File: src/rtl/apb_master_arb.sv
// Round-robin arbiter for two command ports feeding a single APB master sequencer.
// Runs SETUP/ACCESS with wait states and a PREADY timeout, and returns data/status to the owning port.
module apb_master_arb #(
  parameter int AW      = 32,
  parameter int DW      = 32,
  parameter int TIMEOUT = 255
) (
  input  logic          hclk,
  input  logic          hreset,
  input  logic          r0_req,
  input  logic          r0_write,
  input  logic [AW-1:0] r0_addr,
  input  logic [DW-1:0] r0_wdata,
  input  logic          r1_req,
  input  logic          r1_write,
  input  logic [AW-1:0] r1_addr,
  input  logic [DW-1:0] r1_wdata,
  output logic          r0_done,
  output logic [DW-1:0] r0_rdata,
  output logic          r0_err,
  output logic          r1_done,
  output logic [DW-1:0] r1_rdata,
  output logic          r1_err,
  output logic          psel,
  output logic          penable,
  output logic          pwrite,
  output logic [AW-1:0] paddr,
  output logic [DW-1:0] pwdata,
  input  logic [DW-1:0] prdata,
  input  logic          pready,
  input  logic          pslverr,
  output logic          busy,
  output logic          owner,
  output logic          timeout_o
);

  localparam int TW = (TIMEOUT > 0) ? $clog2(TIMEOUT + 1) : 1;
  localparam logic [TW-1:0] T_LAST = TW'((TIMEOUT > 0) ? (TIMEOUT - 1) : 0);
  localparam logic T_EN = (TIMEOUT > 0) ? 1'b1 : 1'b0;

  localparam logic [1:0] S_IDLE   = 2'd0;
  localparam logic [1:0] S_SETUP  = 2'd1;
  localparam logic [1:0] S_ACCESS = 2'd2;
  localparam logic [1:0] S_DONE   = 2'd3;

  logic [1:0]    state_q, state_d;
  logic          last_grant_q, last_grant_d;
  logic          owner_q, owner_d;
  logic          psel_q, psel_d;
  logic          penable_q, penable_d;
  logic          pwrite_q, pwrite_d;
  logic [AW-1:0] paddr_q, paddr_d;
  logic [DW-1:0] pwdata_q, pwdata_d;
  logic          r0_done_q, r0_done_d;
  logic          r1_done_q, r1_done_d;
  logic [DW-1:0] r0_rdata_q, r0_rdata_d;
  logic [DW-1:0] r1_rdata_q, r1_rdata_d;
  logic          r0_err_q, r0_err_d;
  logic          r1_err_q, r1_err_d;
  logic          busy_q, busy_d;
  logic          timeout_q, timeout_d;
  logic [TW-1:0] timer_q, timer_d;

  logic          win_s;
  logic          fin_s;
  logic [DW-1:0] fin_rdata_s;
  logic          fin_err_s;

  // Next-state, arbitration and completion capture
  always_comb begin
    state_d      = state_q;
    last_grant_d = last_grant_q;
    owner_d      = owner_q;
    pwrite_d     = pwrite_q;
    paddr_d      = paddr_q;
    pwdata_d     = pwdata_q;
    timer_d      = timer_q;
    timeout_d    = 1'b0;
    win_s        = 1'b0;
    fin_s        = 1'b0;
    fin_rdata_s  = '0;
    fin_err_s    = 1'b0;

    case (state_q)
      S_IDLE: begin
        if (r0_req || r1_req) begin
          // On a tie the port that did not win last time is served.
          if (r0_req && r1_req) begin
            win_s = ~last_grant_q;
          end else begin
            win_s = r1_req;
          end
          owner_d      = win_s;
          last_grant_d = win_s;
          pwrite_d     = win_s ? r1_write : r0_write;
          paddr_d      = win_s ? r1_addr  : r0_addr;
          pwdata_d     = win_s ? r1_wdata : r0_wdata;
          timer_d      = '0;
          state_d      = S_SETUP;
        end else begin
          state_d = S_IDLE;
        end
      end
      S_SETUP: begin
        state_d = S_ACCESS;
      end
      S_ACCESS: begin
        timer_d = timer_q + TW'(1);
        if (pready) begin
          fin_s       = 1'b1;
          fin_rdata_s = pwrite_q ? '0 : prdata;
          fin_err_s   = pslverr;
          state_d     = S_DONE;
        end else if (T_EN && (timer_q == T_LAST)) begin
          fin_s     = 1'b1;
          fin_err_s = 1'b1;
          timeout_d = 1'b1;
          state_d   = S_DONE;
        end else begin
          state_d = S_ACCESS;
        end
      end
      S_DONE: begin
        state_d = S_IDLE;
      end
      default: begin
        state_d = S_IDLE;
      end
    endcase

    r0_done_d  = fin_s & ~owner_q;
    r1_done_d  = fin_s & owner_q;
    r0_rdata_d = (fin_s && !owner_q) ? fin_rdata_s : r0_rdata_q;
    r1_rdata_d = (fin_s && owner_q)  ? fin_rdata_s : r1_rdata_q;
    r0_err_d   = (fin_s && !owner_q) ? fin_err_s   : r0_err_q;
    r1_err_d   = (fin_s && owner_q)  ? fin_err_s   : r1_err_q;

    psel_d    = (state_d == S_SETUP) || (state_d == S_ACCESS);
    penable_d = (state_d == S_ACCESS);
    busy_d    = (state_d != S_IDLE);
  end

  // State and registered outputs
  always_ff @(posedge hclk) begin
    if (hreset) begin
      state_q      <= S_IDLE;
      last_grant_q <= 1'b1;
      owner_q      <= 1'b0;
      psel_q       <= 1'b0;
      penable_q    <= 1'b0;
      pwrite_q     <= 1'b0;
      paddr_q      <= '0;
      pwdata_q     <= '0;
      r0_done_q    <= 1'b0;
      r1_done_q    <= 1'b0;
      r0_rdata_q   <= '0;
      r1_rdata_q   <= '0;
      r0_err_q     <= 1'b0;
      r1_err_q     <= 1'b0;
      busy_q       <= 1'b0;
      timeout_q    <= 1'b0;
      timer_q      <= '0;
    end else begin
      state_q      <= state_d;
      last_grant_q <= last_grant_d;
      owner_q      <= owner_d;
      psel_q       <= psel_d;
      penable_q    <= penable_d;
      pwrite_q     <= pwrite_d;
      paddr_q      <= paddr_d;
      pwdata_q     <= pwdata_d;
      r0_done_q    <= r0_done_d;
      r1_done_q    <= r1_done_d;
      r0_rdata_q   <= r0_rdata_d;
      r1_rdata_q   <= r1_rdata_d;
      r0_err_q     <= r0_err_d;
      r1_err_q     <= r1_err_d;
      busy_q       <= busy_d;
      timeout_q    <= timeout_d;
      timer_q      <= timer_d;
    end
  end

  assign psel      = psel_q;
  assign penable   = penable_q;
  assign pwrite    = pwrite_q;
  assign paddr     = paddr_q;
  assign pwdata    = pwdata_q;
  assign r0_done   = r0_done_q;
  assign r1_done   = r1_done_q;
  assign r0_rdata  = r0_rdata_q;
  assign r1_rdata  = r1_rdata_q;
  assign r0_err    = r0_err_q;
  assign r1_err    = r1_err_q;
  assign busy      = busy_q;
  assign owner     = owner_q;
  assign timeout_o = timeout_q;

endmodule

File: config.mk
export PLATFORM = sky130hd
export DESIGN_NAME = apb_master_arb
export DESIGN_NICKNAME = d
export VERILOG_FILES = /design/src/rtl/apb_master_arb.sv
export SDC_FILE = /design/constraint.sdc
export NUM_CORES = 1
export LEC_CHECK = 0
export CAP_MARGIN = 30
export CORE_ASPECT_RATIO = 0.75
export CORE_MARGIN = 1
export CORE_UTILIZATION = 45
export CTS_CLUSTER_DIAMETER = 40
export DETAILED_ROUTE_END_ITERATION = 10
export PLACE_DENSITY = 0.83
export SETUP_SLACK_MARGIN = 0.4
export SLEW_MARGIN = 20
export SYNTH_ARGS = -nofsm -noshare
export SYNTH_HDL_FRONTEND = slang
export SYNTH_SLANG_ARGS = --single-unit
export TNS_END_PERCENT = 1
File: constraint.sdc
create_clock -name hclk -period 2.7 [get_ports hclk]
set_input_delay 0.54 -clock hclk [delete_from_list [all_inputs] [get_ports hclk]]
set_output_delay 0.54 -clock hclk [all_outputs]
set_load 0.01 [all_outputs]
==> results_tabular.tex <==
\begin{tabular}{lr}
\hline
Metric & Value \\
\hline
\multicolumn{2}{l}{\textbf{Clock tree}} \\
\quad Clock transition time at the flip-flop clock pins of the worst setup and hold paths & 60 ps \\
\quad Insertion delay of the later-clocked pin in the worst-skew pair & 420 ps \\
\quad Root buffer cell & clkbuf\_16 \\
\quad Clock Path Buffers & 2 \\
\quad CTS tree & yes \\
\quad CTS H-Tree Depth & 4 \\
\quad TritonCTS Buffers & 17 \\
\quad Number of hold buffers added after cts & 0 \\
\quad Clock Sinks & 149 \\
\multicolumn{2}{l}{\textbf{Setup path}} \\
\quad RR Startpoint & state\_q[0] \\
\quad Launch point of the critical path & state\_q[0] \\
\quad Worst EP required & 2970 ps \\
\quad CP max-delay cell & o21ai\_1 \\
\quad Category of the worst setup path capture point & flip-flop \\
\quad Worst path buffer plus inverter count & 1 \\
\quad Crit-path max FO & 8 \\
\quad Critical path, cell by cell & inv\_1 -> ha\_1 -> nand4\_1 -> o21ai\_1 -> o21ai\_0 -> ha\_1 -> nor2b\_1 \\
\quad Family of cells with the greatest summed delay on the critical path & adder cells \\
\quad Largest stage delay on the critical path & 360 ps \\
\quad Setup CP Type & reg2reg \\
\quad Most frequent cell on the critical path & ha\_1 \\
\quad Worst path arrival time & 2300 ps \\
\quad Type of origin of the critical path & flip-flop \\
\multicolumn{2}{l}{\textbf{Global route}} \\
\quad Antenna violations before repair & 0 \\
\quad Largest net degree at the start of global routing & 136 \\
\quad First-pass GRT wire length & 35100 um \\
\quad Residual overflow from global routing & 0 \\
\quad Overall Global Routing Usage & 0.288 \\
\quad Via count of the first global-routing pass & 6714 \\
\multicolumn{2}{l}{\textbf{Detailed routing}} \\
\quad DRC errors left & 0 \\
\quad DR WL/cell & 17.6 um \\
\quad Starting DRT DRC Count & 635 \\
\quad Number of detailed-routing iterations run before antenna repair & 5 \\
\quad Via count of the routed design & 7297 \\
\quad Wire length reported by the detailed router & 22800 um \\
\quad Post-DRT Antenna Nets & 0 \\
\quad Vias per cell & 5.65 \\
\multicolumn{2}{l}{\textbf{STA}} \\
\quad Setup repair after global routing missed its margin & false \\
\quad Worst Max-Slew Pin Slew & 862 ps \\
\quad Minimum period implied by the final worst setup slack & 2030 ps \\
\quad Endpoints failing setup & 0 \\
\quad Post-route setup TNS & 0 ps \\
\quad Post-route fraction of the period consumed by the critical path & 0.750 \\
\quad Hold\_ws & 485 ps \\
\quad Achievable frequency & 494 MHz \\
\quad Slew HR & 0.425 \\
\quad Max-slew violation count & 0 \\
\quad Worst-case setup margin in the final layout & 674 ps \\
\quad Final hold violation count & 0 \\
\quad Worst Skew & 15.9 ps \\
\multicolumn{2}{l}{\textbf{Yosys}} \\
\quad Post-synthesis average cell area & 8.10 sq um \\
\quad FFs w/ async S/R, synth & 0 \\
\quad Nets in the synthesized netlist & 1006 \\
\quad Number of synthesized flops with an enable pin & 0 \\
\quad Count of yosys warnings during synthesis & 0 \\
\quad Number of synthesized register bits & 149 \\
\quad Post-synth design cell area & 6730 sq um \\
\quad Sequential share of the synthesized area & 0.443 \\
\quad Count of cell types in the netlist & 39 \\
\quad Post-synthesis instance total & 831 \\
\quad Leading register cell type out of synthesis & dfxtp\_1 \\
\multicolumn{2}{l}{\textbf{Power and ir drop}} \\
\quad Largest vdd supply drop & 0.000431 V \\
\quad Static Leakage & 3.68 nW \\
\quad Pwr Density & 728 nW/um\^{}2 \\
\multicolumn{2}{l}{\textbf{Layout}} \\
\quad Layout overhead on the synthesized area & 56.0\% \\
\quad Number of diodes & 0 \\
\quad Share of post-route cells with drive strength above 1 & 0.0522 \\
\quad Total number of nets in the final design & 1253 \\
\multicolumn{2}{l}{\textbf{Placement}} \\
\quad Worst-case setup slack after placement & 420 ps \\
\quad IO buf count & 305 \\
\quad Hpwl dp & 14900 um \\
\quad Weighted congestion reported at the end of routability-driven placement & 0.916 \\
\multicolumn{2}{l}{\textbf{Status}} \\
\quad Status & finished, final reports clean \\
\multicolumn{2}{l}{\textbf{Floorplan}} \\
\quad Starting density of the core & 0.463 \\
\quad Placeable Area & 14500 sq um \\
\quad Area enclosed by the die boundary & 15500 sq um \\
\quad I/O pin cnt & 306 \\
\quad Die W & 143 um \\
\quad \# rows & 38 \\
\quad Die height & 108 um \\
\multicolumn{2}{l}{\textbf{Min path}} \\
\quad Hold Crit Class & reg2reg \\
\quad Hold Path Origin & r0\_err \\
\multicolumn{2}{l}{\textbf{Flow run}} \\
\quad Max-capacitance violation count & 0 \\
\hline
\end{tabular}
[per-layer routing]
| metal | track usage | part of all wire |
|---|---|---|
| met1 | 0.370 | 0.44 |
| met5 | 0 | 0 |
| met4 | 0.120 | 0.029 |
| met3 | 0.0819 | 0.068 |
| met2 | 0.455 | 0.46 |
[flip-flops by register name, indices dropped and copies added (netlist names), 2 cells and up]
name and cells:
timer_q 8, r1_rdata 32, pwdata 32, paddr 32, state_q 2, r0_rdata 32
[worst paths after layout]
check | endpoint | slack [ps] | depth (start not counted)
worst min-delay path | r0_err | 490 | 1
worst max-delay path | psel | 670 | 7
worst min register to register | r0_err | 490 | 1
worst max register to register | psel | 670 | 7
[where the power goes]
part	internal [mW]	switching (mW)
clock network	1.58	0.979
logic	1.18	1.15
registers	2.56	0.189
[what timing repair did]
action,in CTS,in global routing
gates resized for setup,0,1
setup endpoints to repair,0,2
setup buffers,0,0
[synth_stat cells, types with 2 or more instances]
master      n  area share
a211o_1     2      0.0026
a21oi_1    35       0.026
a221oi_1    2      0.0026
a221oi_2    2      0.0045
a31oi_1   129        0.12
and3_1      2      0.0019
buf_1      11      0.0061
buf_2      30       0.022
clkbuf_1   48       0.027
dfxtp_1   149        0.44
ha_1        7       0.013
inv_1       5      0.0028
mux2i_1     2      0.0030
nand2_1   166       0.093
nand3b_1   32       0.036
nand4_1     2      0.0019
nor2_1      5      0.0028
nor2b_1    35       0.033
nor4_1      3      0.0028
o211ai_1   66       0.074
o21a_1      3      0.0033
o21ai_0    72       0.054
o31ai_1     3      0.0033
or3_1       3      0.0028
or4_1       3      0.0033
[metrics by stage]
step	instances	instance area (sq um)	utilization	power, mW
2_1_floorplan	831	6730	-	3.89
3_3_place_gp	1259	9860	0.678	5.06
3_5_place_dp	1259	9860	0.678	5.10
4_1_cts	1291	10500	0.722	7.67
5_1_grt	1291	10500	0.722	7.98
6_report	1291	10500	0.722	7.64
[logic make-up (layout without fill, tap and decap cells)]
family,after synthesis,in the layout,synth area share
multiplexers,2,2,0.00297
flip-flops,149,149,0.443
AND/OR/NAND/NOR,257,257,0.184
adder cells (fa/ha/maj),7,7,0.0130
AO/OA/AOI/OAI,321,321,0.298
buffers and inverters,95,355,0.0585
[worst register-to-register path, cell delays in order (launching register included)]
cell     delay, ps
dfxtp_1        300
inv_1          100
ha_1           330
nand4_1        160
o21ai_1        360
o21ai_0        210
ha_1           320
nor2b_1        120
[final cells by class]
type | instances | area [sq um]
clock buffers | 18 | 439
clock inverters | 14 | 200
fillers | 1131 | 4050
inverters | 6 | 22.5
multi-input cells | 587 | 3380
flip-flops and latches | 149 | 2990
well taps | 200 | 250
repair buffers | 317 | 3230
[cell usage in the layout, fill, tap and decap left out, types with 4 or more instances in the layout]
cell type | synthesis | layout
ha_1 | 7 | 7
clkinv_4 | 0 | 4
nor2b_1 | 35 | 35
a21oi_1 | 35 | 35
o211ai_1 | 66 | 66
o21ai_0 | 72 | 71
buf_4 | 0 | 5
clkbuf_16 | 0 | 17
a31oi_1 | 129 | 129
clkdlybuf4s50_1 | 0 | 304
nand3b_1 | 32 | 32
inv_1 | 5 | 5
bufinv_16 | 0 | 4
dfxtp_1 | 149 | 148
nand2_1 | 166 | 165
buf_12 | 0 | 7
nor2_1 | 5 | 5
(Power assumes the default switching activity.)
